===== config.mk =====
export PLATFORM = sky130hd
export DESIGN_NAME = mux16_arbiter
export DESIGN_NICKNAME = d
export VERILOG_FILES = /design/src/rtl/mux16_arbiter.sv
export SDC_FILE = /design/constraint.sdc
export NUM_CORES = 1
export LEC_CHECK = 0
export ABC_AREA = 1
export ABC_CLOCK_PERIOD_IN_PS = 4800
export CAP_MARGIN = 0
export CORE_MARGIN = 5
export CORE_UTILIZATION = 55
export DETAILED_ROUTE_END_ITERATION = 16
export HOLD_SLACK_MARGIN = 0.03
export PLACE_DENSITY = 0.9
export SLEW_MARGIN = 10
export SYNTH_ARGS = -nofsm -noshare
export SYNTH_HDL_FRONTEND = slang
export SYNTH_SLANG_ARGS = --single-unit
export TNS_END_PERCENT = 10

===== constraint.sdc =====
create_clock -name clk -period 4.8 [get_ports clk]
set_clock_uncertainty 0.1 [all_clocks]
set_input_delay 1.2 -clock clk [delete_from_list [all_inputs] [get_ports clk]]
set_output_delay 1.2 -clock clk [all_outputs]
set_load 0.05 [all_outputs]

===== src/rtl/mux16_arbiter.sv =====
// 16-requester round-robin arbiter driving the select of a shared 16:1 mux.
// One owner at a time; release on done, request drop, or hold timeout.
module mux16_arbiter #(
  parameter int unsigned MAX_HOLD = 8
) (
  input  logic        clk,
  input  logic        reset,
  input  logic [15:0] req,
  input  logic        done,
  output logic [15:0] gnt,
  output logic [3:0]  sel,
  output logic        valid,
  output logic [3:0]  ptr
);

  localparam int          NREQ      = 16;
  localparam int unsigned SW        = 4;
  localparam int unsigned HW        = 8;
  localparam logic [HW-1:0] HOLD_LAST = HW'(MAX_HOLD - 1);

  typedef enum logic {IDLE, OWNED} state_t;

  state_t        r_state, w_state_nxt;
  logic [15:0]   r_gnt,   w_gnt_nxt;
  logic [SW-1:0] r_sel,   w_sel_nxt;
  logic          r_valid, w_valid_nxt;
  logic [SW-1:0] r_ptr,   w_ptr_nxt;
  logic [HW-1:0] r_hold,  w_hold_nxt;
  logic [SW-1:0] w_pick;
  logic          w_release;

  // First requesting index at or after the rotating pointer.
  always_comb begin
    w_pick = r_ptr;
    for (int k = NREQ - 1; k >= 0; k--) begin
      if (req[r_ptr + SW'(k)]) w_pick = r_ptr + SW'(k);
    end
  end

  assign w_release = done | ~req[r_sel] | (r_hold == HOLD_LAST);

  // State register together with the registered outputs.
  always_ff @(posedge clk) begin
    if (reset) begin
      r_state <= IDLE;
      r_gnt   <= '0;
      r_sel   <= '0;
      r_valid <= 1'b0;
      r_ptr   <= '0;
      r_hold  <= '0;
    end else begin
      r_state <= w_state_nxt;
      r_gnt   <= w_gnt_nxt;
      r_sel   <= w_sel_nxt;
      r_valid <= w_valid_nxt;
      r_ptr   <= w_ptr_nxt;
      r_hold  <= w_hold_nxt;
    end
  end

  // Next-state logic.
  always_comb begin
    w_state_nxt = r_state;
    case (r_state)
      IDLE:    if (|req)     w_state_nxt = OWNED;
      OWNED:   if (w_release) w_state_nxt = IDLE;
      default: w_state_nxt = IDLE;
    endcase
  end

  // Next values of the registered outputs and hold counter.
  always_comb begin
    w_gnt_nxt   = r_gnt;
    w_sel_nxt   = r_sel;
    w_valid_nxt = r_valid;
    w_ptr_nxt   = r_ptr;
    w_hold_nxt  = r_hold;
    case (r_state)
      IDLE: begin
        w_gnt_nxt   = '0;
        w_valid_nxt = 1'b0;
        if (|req) begin
          w_gnt_nxt   = 16'(1) << w_pick;
          w_sel_nxt   = w_pick;
          w_valid_nxt = 1'b1;
          w_hold_nxt  = '0;
        end
      end
      OWNED: begin
        if (w_release) begin
          w_gnt_nxt   = '0;
          w_valid_nxt = 1'b0;
          w_ptr_nxt   = r_sel + SW'(1);
          w_hold_nxt  = '0;
        end else begin
          w_hold_nxt  = r_hold + HW'(1);
        end
      end
      default: begin
        w_gnt_nxt   = '0;
        w_valid_nxt = 1'b0;
      end
    endcase
  end

  assign gnt   = r_gnt;
  assign sel   = r_sel;
  assign valid = r_valid;
  assign ptr   = r_ptr;

endmodule


# After elaboration in Yosys (flattened, before gate mapping)
# Index checks and enable logic that the tools add are counted.
[classes] addsub=17 mul=0 div_mod_pow=0 magnitude_cmp=17 eq_ne=3 shifts=1 mux=61 bitwise=4 reduce_logical=3
[ops] operator="$lt 4x5->1 const B" n=17
[ops] operator="$bmux 1 s4" n=17
[ops] operator="$mux 4" n=16
[ops] operator="$add 4x4->4 const B" n=8
[ops] operator="$mux 16" n=2
[ops] operator="$pmux 16 s2" n=1
[ops] operator="$mux 1" n=20
[ops] operator="$add 4x3->4 const B" n=4
[ops] operator="$mux 8" n=2
[ops] operator="$pmux 8 s2" n=1
[ops] operator="$reduce_or 16->1" n=1
[ops] operator="$shl 1x4->16 const A" n=1
[ops] operator="$add 4x1->4 const B" n=2
[ops] operator="$add 4x2->4 const B" n=2
[ops] operator="$add 8x1->8 const B" n=1
[ops] operator="$eq 8x3->1 const B" n=1
[ops] operator="$pmux 1 s2" n=2
[ops] operator="$reduce_and 2->1" n=2
[ops] operator="$ne 2x1->1 const B" n=1
[ops] operator="$ne 2x2->1 const B" n=1
[ops] operator="$not 1->1" n=2
[ops] operator="$or 1x1->1" n=2
[totals] ff_bits=34 latch_bits=0 mem_bits_rw=0 romBits=0 input_bits=19 mem_count=0

# Depth between registers and ports, before layout
[logic_depth] word_depth=22 ltp_mapped=32 ltp_nobuf=30

# Worst setup path after synthesis
# OpenSTA, ideal clock, no wires.
[synth_timing] kind="register to register" startpoint="reg r_ptr[1] (netlist: ptr[1])" endpoint="reg r_gnt[4] (netlist: gnt[4])" setup_ns=0.133 arrival_ns=3.217 required_time_ns=4.567 path_slack_ns=1.350 path_stages_with_launch=30 path_buffers=2 period_less_slack_ns=3.450 path_cell_list="dfxtp_1 inv_1 buf_2 ha_1 clkbuf_1 inv_1 nand3_1 nand2_2 nand2_2 nand2_2 clkinv_1 nand3_1 nand2_1 nand2_1 nand2_1 nand2_1 nand2_1 nand2_1 nand2_1 nand2_1 nand2_1 nand2_1 nand2_1 nand2_1 nand2_1 nand2_1 a21oi_1 nor2_1 nand2_1 a21oi_2"
[synth_between] elab_chain_len=22 elab_cells_between_ends=66 classes_between="15 x add/sub; 1 x shift; 50 x mux"
[synth_lines] item="start, declared" line_no="27" rtl="logic [SW-1:0] r_ptr, w_ptr_nxt;"
[synth_lines] item="start signal, assigned" line_no="56" rtl="r_ptr <= w_ptr_nxt;"
[synth_lines] item="$add 4x4->4" line_no="36" rtl="if (req[r_ptr + SW'(k)]) w_pick = r_ptr + SW'(k);"
[synth_lines] item="$bmux 1 s4" line_no="36"
[synth_lines] item="$mux 1 (not written as such)" line_no="36"
[synth_lines] item="$mux 4 (15 in series)" line_no="36"
[synth_lines] item="$mux 4 (*)" line_no="36"
[synth_lines] item="$shl 1x4->16 (*)" line_no="83" rtl="w_gnt_nxt = 16'(1) << w_pick;"
[synth_lines] item="$mux 16 (*)" line_no="82" rtl="if (|req) begin"
[synth_lines] item="$pmux 16 s2 (*)" line_no="78" rtl="case (r_state)"
[synth_lines] item="end signal, assigned" line_no="53" rtl="r_gnt <= w_gnt_nxt;"
[synth_lines] item="end, declared" line_no="24" rtl="logic [15:0] r_gnt, w_gnt_nxt;"
# Every way passes the cells marked *; elsewhere a longest branch is shown, timed or not. The select of a mux whose other input is x is not followed.
# A chain may end at the register's enable or synchronous reset.

# Final worst setup path
[layout_timing] startpoint="in req[2]" endpoint="reg r_gnt[2] (netlist: gnt[2])"
[layout_between] elab_chain_len=21 elab_cells_between_ends=58 classes_between="1 x eq/ne; 1 x shift; 52 x mux; 3 x bitwise; 1 x reduce/logical"
[layout_lines] item="start, declared" line_no="8" rtl="input logic [15:0] req,"
[layout_lines] item="$bmux 1 s4" line_no="36"
[layout_lines] item="$mux 1 (not written as such)" line_no="36"
[layout_lines] item="$mux 4 (16 in series)" line_no="36"
[layout_lines] item="$shl 1x4->16" line_no="83"
[layout_lines] item="$mux 16" line_no="82"
[layout_lines] item="$pmux 16 s2" line_no="78"
# Several ways; a longest one is shown, not always the timed one. The select of a mux whose other input is x is not followed.

==> results.txt <==
----------------------------------------------------
[Run status]
  Run status ... complete, no violations

[Yosys]
  Leading cell type by number of instances after synthesis ... sky130_fd_sc_hd__nand2_1
  Most used flip-flop cell after synthesis ... sky130_fd_sc_hd__dfxtp_1
  Number of synthesis warnings ... 0
  Sequential-to-total area share from yosys stat ... 0.2080
  Library cell with the largest summed area after synthesis ... sky130_fd_sc_hd__nand2_1
  Number of cells produced by synthesis ... 589
  Synth Net Count ... 617
  Distinct cell type count after synthesis ... 33
  Post-synth EDFFs ... 0
  Avg Cell Area, Syn ... 5.555 um2
  Number of storage elements in the synthesis netlist ... 34
  Most numerous cell types in the synthesized netlist ... 208 x sky130_fd_sc_hd__nand2_1, 74 x sky130_fd_sc_hd__nand3_1, 71 x sky130_fd_sc_hd__inv_1
  Area share of the leading cell type in the synthesized netlist ... 0.2386
  Proportion of register bits with asynchronous set or reset after synthesis ... 0
  Post-synth design cell area ... 3272 um2
  Cell types with the largest area share after synthesis ... sky130_fd_sc_hd__nand2_1 24%, sky130_fd_sc_hd__dfxtp_1 21%, sky130_fd_sc_hd__nand3_1 11%

[Place]
  Worst slack after detailed placement ... 0.7490 ns
  Post-DP HPWL ... 7655 um
  Final RePlAce weighted congestion ... 0.9676
  Port-buffer cells ... 43
  Area of placed instances ... 3752 um2

[STA]
  Finish-stage setup viols ... 0
  Total Neg Setup Slack ... 0 ns
  Unrepaired setup endpoints after global routing ... false
  Hold Violations, Final ... 0
  Final critical-path setup slack ... 0.9064 ns
  Relative slew margins ... 0.5795
  Pins Over Slew Limit ... 0
  Highest Clock Rate ... 256.8 MHz
  Transition time at the pin with the least slew margin ... 0.6308 ns
  Ratio of final minimum period to clock period ... 0.8112
  Tmin final ... 3.894 ns

[Detailed routing]
  Post-detailed-route count of antenna-violating nets ... 0
  Detailed-route wire length per cell ... 14.62 um
  Iteration-0 DRC Markers ... 289
  Post-DR vias/cell ... 5.591
  Remaining DRCs ... 0
  TritonRoute pass-1 iters ... 6
  Total Wirelength ... 10300 um
  Total number of vias ... 3936

[Clock network]
  Number of buffers created by CTS ... 5
  CTS root buf ... sky130_fd_sc_hd__clkbuf_8
  Cts repair resizes ... 0
  Clock tree from TritonCTS ... yes
  Clock edge transition at the registers on the reported setup and hold paths ... 0.07 ns
  Number of buffers inserted by hold repair at cts ... 0
  Post-CTS Setup Inserts ... 0
  Number of buffers between clock root and the deepest sink ... 2
  Clock latency on the worst-skew pair ... 0.29 ns
  CTS sink cnt ... 34
  H-tree level count ... 2

[Floorplan]
  Top-level port count ... 44
  Area of the die ... 7592 um2
  Y dimension of the die ... 87.13 um
  Starting density of the core ... 0.5592
  Number of rows created at floorplan ... 28
  Placeable core area ... 5851 um2
  Width of the die ... 87.13 um

[Finish]
  Number of antenna repair diodes ... 0
  Reg area ... 680.7 um2
  FILL cells ... 539
  Syn-to-layout area delta ... 17.48%
  Finished Cell Area ... 3844 um2
  Multi-input gate area in the final layout ... 2198 um2
  Proportion of layout cells with a drive suffix above 1 ... 0.06041
  Net count of the finished layout ... 656

[Global route]
  First-pass GRT wire length ... 17520 um
  Largest net degree at the start of global routing ... 26
  Remaining global-route overflow ... 0
  Initial antenna violation count ... 0
  Number of global-route vias before repair ... 3875
  Gr usage total ... 0.2868

[Worst setup path]
  CP startpoint kind ... input pin
  Delay of the slowest critical-path stage ... 0.57 ns
  Arrival time reported for the critical path endpoint ... 4.00 ns
  Crit. End Element ... flop
  Slowest-stage cell, CP ... sky130_fd_sc_hd__clkdlybuf4s50_1
  Most frequent cell on the critical path ... sky130_fd_sc_hd__nand2_1
  Critical path data required time ... 4.91 ns
  Worst-path maximum fanout ... 5
  Kind of critical path ... input pin to flop

[Worst hold path]
  Path type of the worst min-delay path ... flop to flop

[Run]
  Number of max-cap violations ... 0

----------------------------------------------------
[per-stage QoR]
stage / cells / util / hold WS, ns
2_1_floorplan: 589 / - / 0.3570
5_1_grt: 704 / 0.6570 / 0.4002
4_1_cts: 704 / 0.6570 / 0.3721
3_5_place_dp: 696 / 0.6414 / 0.3607
6_report: 704 / 0.6570 / 0.3706
3_3_place_gp: 696 / 0.6414 / 0.3548
[area by class of cell]
| class | instances | area share |
|---|---|---|
| clock buffer | 7 | 0.02246 |
| clock inverter | 1 | 0.001302 |
| inverter | 81 | 0.07910 |
| multi-input combinational | 457 | 0.5719 |
| sequential | 34 | 0.1771 |
| tap | 75 | 0.02441 |
| timing repair buffer | 49 | 0.1237 |
[cell families (layout without fill, tap and decap cells)]
group	count (synthesis)	count (layout)	share of synthesized area
flip-flops	34	34	0.2080
AO/OA/AOI/OAI	99	99	0.1660
AND/OR/NAND/NOR	335	335	0.4294
buffers and inverters	98	138	0.1201
adder cells (fa/ha/maj)	9	9	0.03442
XOR/XNOR	14	14	0.04207
[sequential cells by signal, indices dropped and copies added, names as in the netlist]
| name | cells |
|---|---|
| ptr | 4 |
| valid | 1 |
| sel | 4 |
| r_hold | 8 |
| r_state | 1 |
| gnt | 16 |
[cell usage in the layout (no fill, tap or decap), types with 2 or more instances in the layout]
cell type | Yosys | final
sky130_fd_sc_hd__nand2_1 | 208 | 208
sky130_fd_sc_hd__clkdlybuf4s50_1 | 0 | 43
sky130_fd_sc_hd__dfxtp_1 | 34 | 34
sky130_fd_sc_hd__nand2_2 | 6 | 6
sky130_fd_sc_hd__ha_1 | 9 | 9
sky130_fd_sc_hd__xnor2_1 | 2 | 2
sky130_fd_sc_hd__xor2_1 | 10 | 10
sky130_fd_sc_hd__or2_2 | 2 | 2
sky130_fd_sc_hd__nor4_1 | 2 | 2
sky130_fd_sc_hd__nand4_1 | 3 | 3
sky130_fd_sc_hd__o21ai_1 | 5 | 5
sky130_fd_sc_hd__nor2_1 | 35 | 35
sky130_fd_sc_hd__inv_1 | 71 | 71
sky130_fd_sc_hd__nand3_1 | 74 | 74
sky130_fd_sc_hd__buf_4 | 3 | 6
sky130_fd_sc_hd__a21oi_2 | 4 | 4
sky130_fd_sc_hd__o21ai_0 | 29 | 29
sky130_fd_sc_hd__o21a_1 | 2 | 2
sky130_fd_sc_hd__a21oi_1 | 52 | 52
sky130_fd_sc_hd__o211ai_1 | 2 | 2
sky130_fd_sc_hd__clkinv_1 | 2 | 2
sky130_fd_sc_hd__a211oi_1 | 2 | 2
sky130_fd_sc_hd__clkbuf_8 | 0 | 6
sky130_fd_sc_hd__or4_1 | 4 | 4
sky130_fd_sc_hd__inv_2 | 8 | 8
[layer usage]
| metal | routed length [um] | track usage | share of wire | vias to the layer above |
|---|---|---|---|---|
| met5 | 0 | 0 | 0 | - |
| met4 | 332 | 0.1423 | 0.032 | 0 |
| met3 | 752 | 0.04920 | 0.073 | 36 |
| met2 | 5033 | 0.5003 | 0.49 | 184 |
| met1 | 4177 | 0.3364 | 0.41 | 1747 |
| li1 | - | - | - | 1969 |
[worst max-delay path, delay by kind of cell]
family / cells / cell delay [ns]
AND/OR/NAND/NOR: 24 / 1.84
buffers and inverters: 3 / 0.71
AO/OA/AOI/OAI: 2 / 0.24
[final timing paths]
path           start      end  slack, ns  depth (start not counted)
min          gnt[12]  gnt[12]       0.37                          2
max reg2reg   ptr[0]   gnt[2]       0.91                         30
min reg2reg  gnt[12]  gnt[12]       0.37                          2
max           req[2]   gnt[2]       0.91                         29
Power is left out: the tool's default activity adds up to more than one toggle a clock period on the data nets, which glitch-free logic cannot reach.
